--- config.mk ---
export PLATFORM = sky130hd
export DESIGN_NAME = pe_col_acc_fifo_flat
export DESIGN_NICKNAME = d
export VERILOG_FILES = /design/src/rtl/pe_col_acc_fifo_if.sv /design/src/rtl/pe_col_acc_fifo.sv /design/src/flat_wrapper.sv
export SDC_FILE = /design/constraint.sdc
export NUM_CORES = 1
export LEC_CHECK = 0
export CORE_ASPECT_RATIO = 0.5
export CORE_MARGIN = 1.5
export CORE_UTILIZATION = 54
export CTS_CLUSTER_SIZE = 20
export DETAILED_ROUTE_END_ITERATION = 10
export HOLD_SLACK_MARGIN = 0.06
export PLACE_DENSITY = 0.81
export SYNTH_ARGS = -nofsm -noshare
export SYNTH_HDL_FRONTEND = slang
export SYNTH_SLANG_ARGS = --single-unit
export TNS_END_PERCENT = 5
--- constraint.sdc ---
create_clock -name I_CLK -period 3.15 [get_ports I_CLK]
set_input_delay 0.63 -clock I_CLK [delete_from_list [all_inputs] [get_ports I_CLK]]
set_output_delay 0.63 -clock I_CLK [all_outputs]
set_load 0.01 [all_outputs]
--- src/rtl/pe_col_acc_fifo_if.sv ---
// Handshake bundle between the bottom PE of a column, the column accumulator FIFO
// and the writeback stage that drains it.
interface pe_col_acc_fifo_if #(
  parameter int DW    = 16,
  parameter int DEPTH = 8
);
  localparam int CW = $clog2(DEPTH) + 1;

  logic          I_OUT_VLD;
  logic [DW-1:0] I_OUT;
  logic          I_CLR;
  logic          I_RD_RDY;
  logic          O_RD_VLD;
  logic [DW-1:0] O_RD_DATA;
  logic          O_FULL;
  logic          O_EMPTY;
  logic [CW-1:0] O_CNT;
  logic          O_OVF;
  logic          O_SAT;

  modport master (
    output I_OUT_VLD, I_OUT, I_CLR, I_RD_RDY,
    input  O_RD_VLD, O_RD_DATA, O_FULL, O_EMPTY, O_CNT, O_OVF, O_SAT
  );

  modport slave (
    input  I_OUT_VLD, I_OUT, I_CLR, I_RD_RDY,
    output O_RD_VLD, O_RD_DATA, O_FULL, O_EMPTY, O_CNT, O_OVF, O_SAT
  );
endinterface

--- src/rtl/pe_col_acc_fifo.sv ---
// Column accumulator: sums ACC_NUM saturating Q2.13 partial sums per output word and
// queues finished words in a DEPTH-entry FIFO drained over valid/ready.
module pe_col_acc_fifo #(
  parameter int DW      = 16,
  parameter int DEPTH   = 8,
  parameter int ACC_NUM = 4
) (
  input logic              I_CLK,
  input logic              I_RST_N,
  pe_col_acc_fifo_if.slave bus
);
  localparam int AW = $clog2(DEPTH);
  localparam int CW = $clog2(DEPTH) + 1;
  localparam int KW = (ACC_NUM > 1) ? $clog2(ACC_NUM) : 1;
  localparam logic [KW-1:0] K_LAST  = KW'(ACC_NUM - 1);
  localparam logic [CW-1:0] C_FULL  = CW'(DEPTH);
  localparam logic [DW-1:0] MAX_POS = {1'b0, {(DW-1){1'b1}}};
  localparam logic [DW-1:0] MAX_NEG = {1'b1, {(DW-1){1'b0}}};

  logic [DW-1:0] r_mem [DEPTH];
  logic [DW-1:0] r_acc;
  logic [KW-1:0] r_acc_cnt;
  logic [AW-1:0] r_wr_ptr;
  logic [AW-1:0] r_rd_ptr;
  logic [CW-1:0] r_cnt;
  logic          r_full;
  logic          r_empty;
  logic          r_ovf;
  logic          r_sat;

  logic [DW:0]   w_sum;
  logic          w_sum_ovf;
  logic [DW-1:0] w_sum_sat;
  logic [DW-1:0] w_nxt;
  logic          w_first;
  logic          w_last;
  logic          w_sat_hit;
  logic          w_push;
  logic          w_pop;
  logic          w_wr_en;
  logic          w_drop;
  logic [CW-1:0] w_cnt_next;

  // One guard bit is enough: two DW-bit signed values never overflow DW+1 bits.
  assign w_sum     = {r_acc[DW-1], r_acc} + {bus.I_OUT[DW-1], bus.I_OUT};
  assign w_sum_ovf = w_sum[DW] ^ w_sum[DW-1];
  assign w_sum_sat = w_sum_ovf ? (w_sum[DW] ? MAX_NEG : MAX_POS) : w_sum[DW-1:0];

  assign w_first   = (r_acc_cnt == '0);
  assign w_last    = (r_acc_cnt == K_LAST);
  assign w_nxt     = w_first ? bus.I_OUT : w_sum_sat;
  assign w_sat_hit = bus.I_OUT_VLD & ~w_first & w_sum_ovf;

  // A full FIFO still accepts a word when the head leaves on the same edge.
  assign w_push  = bus.I_OUT_VLD & w_last;
  assign w_pop   = ~r_empty & bus.I_RD_RDY;
  assign w_wr_en = w_push & (~r_full | w_pop);
  assign w_drop  = w_push & r_full & ~w_pop;

  always_comb begin
    w_cnt_next = r_cnt;
    if (w_wr_en && !w_pop) begin
      w_cnt_next = r_cnt + 1'b1;
    end else if (!w_wr_en && w_pop) begin
      w_cnt_next = r_cnt - 1'b1;
    end
  end

  always_ff @(posedge I_CLK or negedge I_RST_N) begin
    if (!I_RST_N) begin
      r_acc     <= '0;
      r_acc_cnt <= '0;
    end else if (bus.I_CLR) begin
      r_acc     <= '0;
      r_acc_cnt <= '0;
    end else if (bus.I_OUT_VLD) begin
      if (w_last) begin
        r_acc_cnt <= '0;
      end else begin
        r_acc     <= w_nxt;
        r_acc_cnt <= r_acc_cnt + 1'b1;
      end
    end
  end

  always_ff @(posedge I_CLK or negedge I_RST_N) begin
    if (!I_RST_N) begin
      r_wr_ptr <= '0;
      r_rd_ptr <= '0;
      r_cnt    <= '0;
      r_full   <= 1'b0;
      r_empty  <= 1'b1;
      r_ovf    <= 1'b0;
      r_sat    <= 1'b0;
    end else if (bus.I_CLR) begin
      r_wr_ptr <= '0;
      r_rd_ptr <= '0;
      r_cnt    <= '0;
      r_full   <= 1'b0;
      r_empty  <= 1'b1;
      r_ovf    <= 1'b0;
      r_sat    <= 1'b0;
    end else begin
      if (w_wr_en) begin
        r_wr_ptr <= r_wr_ptr + 1'b1;
      end
      if (w_pop) begin
        r_rd_ptr <= r_rd_ptr + 1'b1;
      end
      r_cnt   <= w_cnt_next;
      r_full  <= (w_cnt_next == C_FULL);
      r_empty <= (w_cnt_next == '0);
      if (w_drop) begin
        r_ovf <= 1'b1;
      end
      if (w_sat_hit) begin
        r_sat <= 1'b1;
      end
    end
  end

  // Storage carries no reset; occupancy flags decide what is visible.
  always_ff @(posedge I_CLK) begin
    if (w_wr_en && !bus.I_CLR) begin
      r_mem[r_wr_ptr] <= w_nxt;
    end
  end

  // Head is read combinationally so a word pushed into an empty FIFO is visible
  // right after the edge that produced it.
  assign bus.O_RD_VLD  = ~r_empty;
  assign bus.O_RD_DATA = r_mem[r_rd_ptr];
  assign bus.O_FULL    = r_full;
  assign bus.O_EMPTY   = r_empty;
  assign bus.O_CNT     = r_cnt;
  assign bus.O_OVF     = r_ovf;
  assign bus.O_SAT     = r_sat;
endmodule
--- src/flat_wrapper.sv ---
// flat-port wrapper written by rule: the top's interface ports become plain ports
module pe_col_acc_fifo_flat 
#(
  parameter int DW      = 16,
  parameter int DEPTH   = 8,
  parameter int ACC_NUM = 4
)
  (I_CLK, I_RST_N, bus_I_OUT_VLD, bus_I_OUT, bus_I_CLR, bus_I_RD_RDY, bus_O_RD_VLD, bus_O_RD_DATA, bus_O_FULL, bus_O_EMPTY, bus_O_CNT, bus_O_OVF, bus_O_SAT);
  pe_col_acc_fifo_if #(.DW(DW), .DEPTH(DEPTH)) bus_i ();
  input logic I_CLK;
  input logic I_RST_N;
  input wire logic [$bits(bus_i.I_OUT_VLD)-1:0] bus_I_OUT_VLD;
  input wire logic [$bits(bus_i.I_OUT)-1:0] bus_I_OUT;
  input wire logic [$bits(bus_i.I_CLR)-1:0] bus_I_CLR;
  input wire logic [$bits(bus_i.I_RD_RDY)-1:0] bus_I_RD_RDY;
  output wire logic [$bits(bus_i.O_RD_VLD)-1:0] bus_O_RD_VLD;
  output wire logic [$bits(bus_i.O_RD_DATA)-1:0] bus_O_RD_DATA;
  output wire logic [$bits(bus_i.O_FULL)-1:0] bus_O_FULL;
  output wire logic [$bits(bus_i.O_EMPTY)-1:0] bus_O_EMPTY;
  output wire logic [$bits(bus_i.O_CNT)-1:0] bus_O_CNT;
  output wire logic [$bits(bus_i.O_OVF)-1:0] bus_O_OVF;
  output wire logic [$bits(bus_i.O_SAT)-1:0] bus_O_SAT;
  assign bus_i.I_OUT_VLD = bus_I_OUT_VLD;
  assign bus_i.I_OUT = bus_I_OUT;
  assign bus_i.I_CLR = bus_I_CLR;
  assign bus_i.I_RD_RDY = bus_I_RD_RDY;
  assign bus_O_RD_VLD = bus_i.O_RD_VLD;
  assign bus_O_RD_DATA = bus_i.O_RD_DATA;
  assign bus_O_FULL = bus_i.O_FULL;
  assign bus_O_EMPTY = bus_i.O_EMPTY;
  assign bus_O_CNT = bus_i.O_CNT;
  assign bus_O_OVF = bus_i.O_OVF;
  assign bus_O_SAT = bus_i.O_SAT;
  pe_col_acc_fifo #(.DW(DW), .DEPTH(DEPTH), .ACC_NUM(ACC_NUM)) u_core (.I_CLK(I_CLK), .I_RST_N(I_RST_N), .bus(bus_i));
endmodule
==> summary.txt <==
Outcome
  – Outcome: finished, violations left
  – Failing checks: negative setup slack

Critical path
  – Critical Path Fanout Max: 8
  – Reg2reg start: u_core.r_acc[0]
  – Worst Path Required: 3.25 ns
  – Worst path max stage delay: 0.47 ns
  – Worst Reg2Reg Path Length in Cells: 10
  – CP Capture Point: u_core.r_mem[5][12]
  – Worst setup EP type: register
  – Nature of the critical path startpoint: primary input
  – CP arrival: 3.26 ns
  – End of the worst register-to-register path: u_core.r_mem[5][12]
  – Worst Path Class, Setup: primary input to register
  – Critical path, cell by cell: clkdlybuf4s50_1 -> ha_1 -> buf_4 -> o211ai_1 -> o21a_1 -> a21oi_2 -> a221o_1 -> o211ai_1 -> buf_4 -> o21bai_4 -> nand2_1
  – Crit path from: bus_I_OUT[3]
  – Worst path slowest cell: clkdlybuf4s50_1
  – R2R setup slack: 0.17 ns

Synthesis
  – Syn avg cell area: roughly 15 um^2
  – Post-synthesis async set-or-reset flop share: 20.0%
  – Post-Syn Area: 0.00747 mm^2
  – Largest family of logic cells by synthesized area: multiplexers
  – Synth Instances: 511
  – Top FF cell, synth: edfxtp_1
  – Mux contribution to synthesized area: approximately an eighth
  – Post-synth EDFFs: 128
  – Sequential area share after synthesis: ~62%
  – Syn_nets: 555
  – Post-synthesis simple-gate area fraction: 6.95%
  – Post-Synth Adder-Cell Area: 3.95%
  – Register bit count reported by yosys: 160
  – Synth warnings: 0
  – Synth Area in XOR/XNOR: 1.99%
  – Library cells used by synthesis: 56
  – Synth Area in Compound Gates: 10.3%

Cells and area
  – Most frequent cells in the layout: edfxtp_1 (128), buf_4 (76), nor2_1 (39)
  – Area of the multi-input gates: a little under 0.003 mm^2
  – Commonest non-fill, non-tap cell in the layout: edfxtp_1
  – Layout Area Growth over Synthesis: 29.3%
  – Nets@finish: 683
  – FF/Latch Area: 0.00465 mm^2
  – Antenna cells: 0
  – Final std cells w/o fill: 827
  – Filler cells: 770
  – Fraction of layout cells with a size suffix above 1: 34.1%

Flow run
  – Max-cap violations: 0

CTS
  – Worst-case clock buffer depth: 2
  – Root buf cell: clkbuf_16
  – CTS Buf Count: 17
  – Skew-Pair Late Insertion Delay: 0.42 ns
  – TritonCTS Sinks: 160
  – H-tree depth: 4
  – CTS tree: built
  – Worst-path clk slew: around 0.06 ns

Power
  – Worst IR Drop VDD: between 400 and 500 uV
  – Power Density: 633 mW/mm^2
  – Leakage Power: 3.58 nW

Timing
  – Max Slew Vio Count: 0
  – Setup Skew: between 0.01 and 0.015 ns
  – Worst Slack Setup Final: -0.00776 ns
  – Rel. slew slack: between 60% and 70%
  – Final period util: 100%
  – Endpoints failing hold: 0
  – Worst Tran Pin Value: 0.508 ns
  – Fmax: around 320 MHz
  – Fin Setup TNS: -0.103 ns
  – Final setup violating endpoints: 24
  – Final min period: 3.16 ns
  – RSZ-0062 raised after global routing: true

Die
  – Row cnt: 30
  – Initial core utilization: 55.3%
  – # IOs: 46
  – Core box area: 0.0135 mm^2
  – Die Height: between 80 and 90 um
  – Die outline width: roughly 170 um
  – Die Area: 0.0146 mm^2

Global routing
  – Gr usage total: 27.3%
  – Initial antenna violation count: 0
  – First-pass GRT wire length: roughly 29000 um
  – Largest net degree at the start of global routing: 35
  – Number of global-route vias before repair: 5276
  – Gr ovfl total: 0

Min path
  – Hold depth: 1
  – Worst hold path type: register to register

Routing
  – TritonRoute pass-1 iters: 6
  – Drt initial violations: 558
  – WL final: 19900 um
  – Met1 WL: 8100 um
  – # DRC: 0
  – Final ANT Viol Nets: 0
  – Via count: 5330
  – Top layer in use: met4
  – Met3 routed WL: 1870 um
  – Wire length on met2: 9290 um
  – WL/cell: about 24 um
  – Avg Vias per Cell: 6.44

Placed design
  – Routability cong.: just under 0.9
  – Post-DP HPWL: roughly 11000 um
  – Count of input and output buffers: 45
  – Placed cell count: 795
-- how the worst min path moves through the flow --
stage                                to  slack, ns              from
floorplan           u_core.bus.O_CNT[0]       0.33           I_RST_N
global placement       u_core.r_acc[14]       0.50  u_core.r_acc[14]
detailed placement      u_core.r_acc[3]       0.50   u_core.r_acc[3]
CTS                     u_core.r_acc[8]       0.52   u_core.r_acc[8]
global route           u_core.bus.O_OVF       0.54  u_core.bus.O_OVF
finish                 u_core.r_acc[15]       0.52  u_core.r_acc[15]
-- kinds of logic (layout without fill, tap and decap cells) --
| family | Yosys count | count (layout) |
|---|---|---|
| simple gates | 112 | 112 |
| fa+ha+maj | 23 | 23 |
| xor+xnor | 17 | 17 |
| mux | 51 | 51 |
| flops | 160 | 160 |
| compound gates | 113 | 113 |
| buf+inv | 35 | 175 |
-- metal layers --
layer | up-vias | track usage, %
met5 | - | 0
li1 | 2238 | -
met2 | 377 | 43.3
met1 | 2648 | 37.7
met4 | 0 | 9.65
met3 | 67 | 6.48
-- worst max-delay path, delay by kind of cell --
family          cells  cell delay, ns
fa+ha+maj           1            0.27
compound gates      6            1.27
buf+inv             3            0.84
simple gates        1            0.23
-- cell usage after synthesis (4+ instances only) --
library cell,number,area [um^2]
xor2_1,9,78.8
edfxtp_1,128,3840
nand2_1,32,120
clkbuf_1,15,56.3
ha_1,22,275
o211ai_1,6,45.0
a21oi_1,33,165
o21ai_1,18,90.1
mux4_2,32,721
a21o_1,5,37.5
o21ai_0,9,45.0
nand3_1,6,30.0
o21bai_1,5,37.5
dfrtp_1,31,776
nor2_1,43,161
nor2_2,5,31.3
a22o_1,4,35.0
and3b_1,4,35.0
mux2_2,17,191
a211oi_1,5,37.5
nor3b_1,4,30.0
xnor2_1,8,70.1
inv_1,11,41.3
o31ai_1,5,37.5
-- per-stage QoR --
step | instance area (um^2) | total power [W] | util (%) | hold WS (ns) | worst slack, ns
2_1_floorplan | 7480 | 0.00333 | - | 0.334 | -0.0894
3_3_place_gp | 8820 | 0.00386 | 65.3 | 0.495 | -0.483
3_5_place_dp | 8820 | 0.00391 | 65.3 | 0.497 | -0.624
4_1_cts | 9490 | 0.00605 | 70.3 | 0.521 | -0.000258
5_1_grt | 9660 | 0.00632 | 71.5 | 0.539 | -0.0522
6_report | 9660 | 0.00612 | 71.5 | 0.517 | -0.00776
-- repair_timing --
| action | CTS | global route |
|---|---|---|
| buffers inserted | 1 | 0 |
| setup endpoints to repair | 118 | 106 |
| pin swaps | 4 | 10 |
| hold buffers | 0 | 0 |
| resized for setup | 21 | 29 |
-- state kept, by name (all words and copies together), names as in the netlist, 2 cells and up --
register          count
u_core.r_acc         16
u_core.r_mem        128
u_core.r_rd_ptr       3
u_core.r_acc_cnt      2
u_core.r_wr_ptr       3
u_core.bus.O_CNT      4
-- report_power, final --
group          switching, W  internal [W]  leakage (nW)  total, W
Combinational      0.000787      0.000749          1.71   0.00154
Sequential        0.0000631       0.00242          1.58   0.00249
Clock              0.000904       0.00119         0.286   0.00210
Total               0.00175       0.00437          3.58   0.00612
-- final cells by class --
cell class                 instances  area share [%]
inverter                          12           0.466
multi-input combinational        316            30.1
clock inverter                    14            1.74
sequential                       160            48.1
clock buffer                      17            4.40
timing repair buffer             132            12.9
tap                              176            2.28
(Power assumes the default switching activity.)
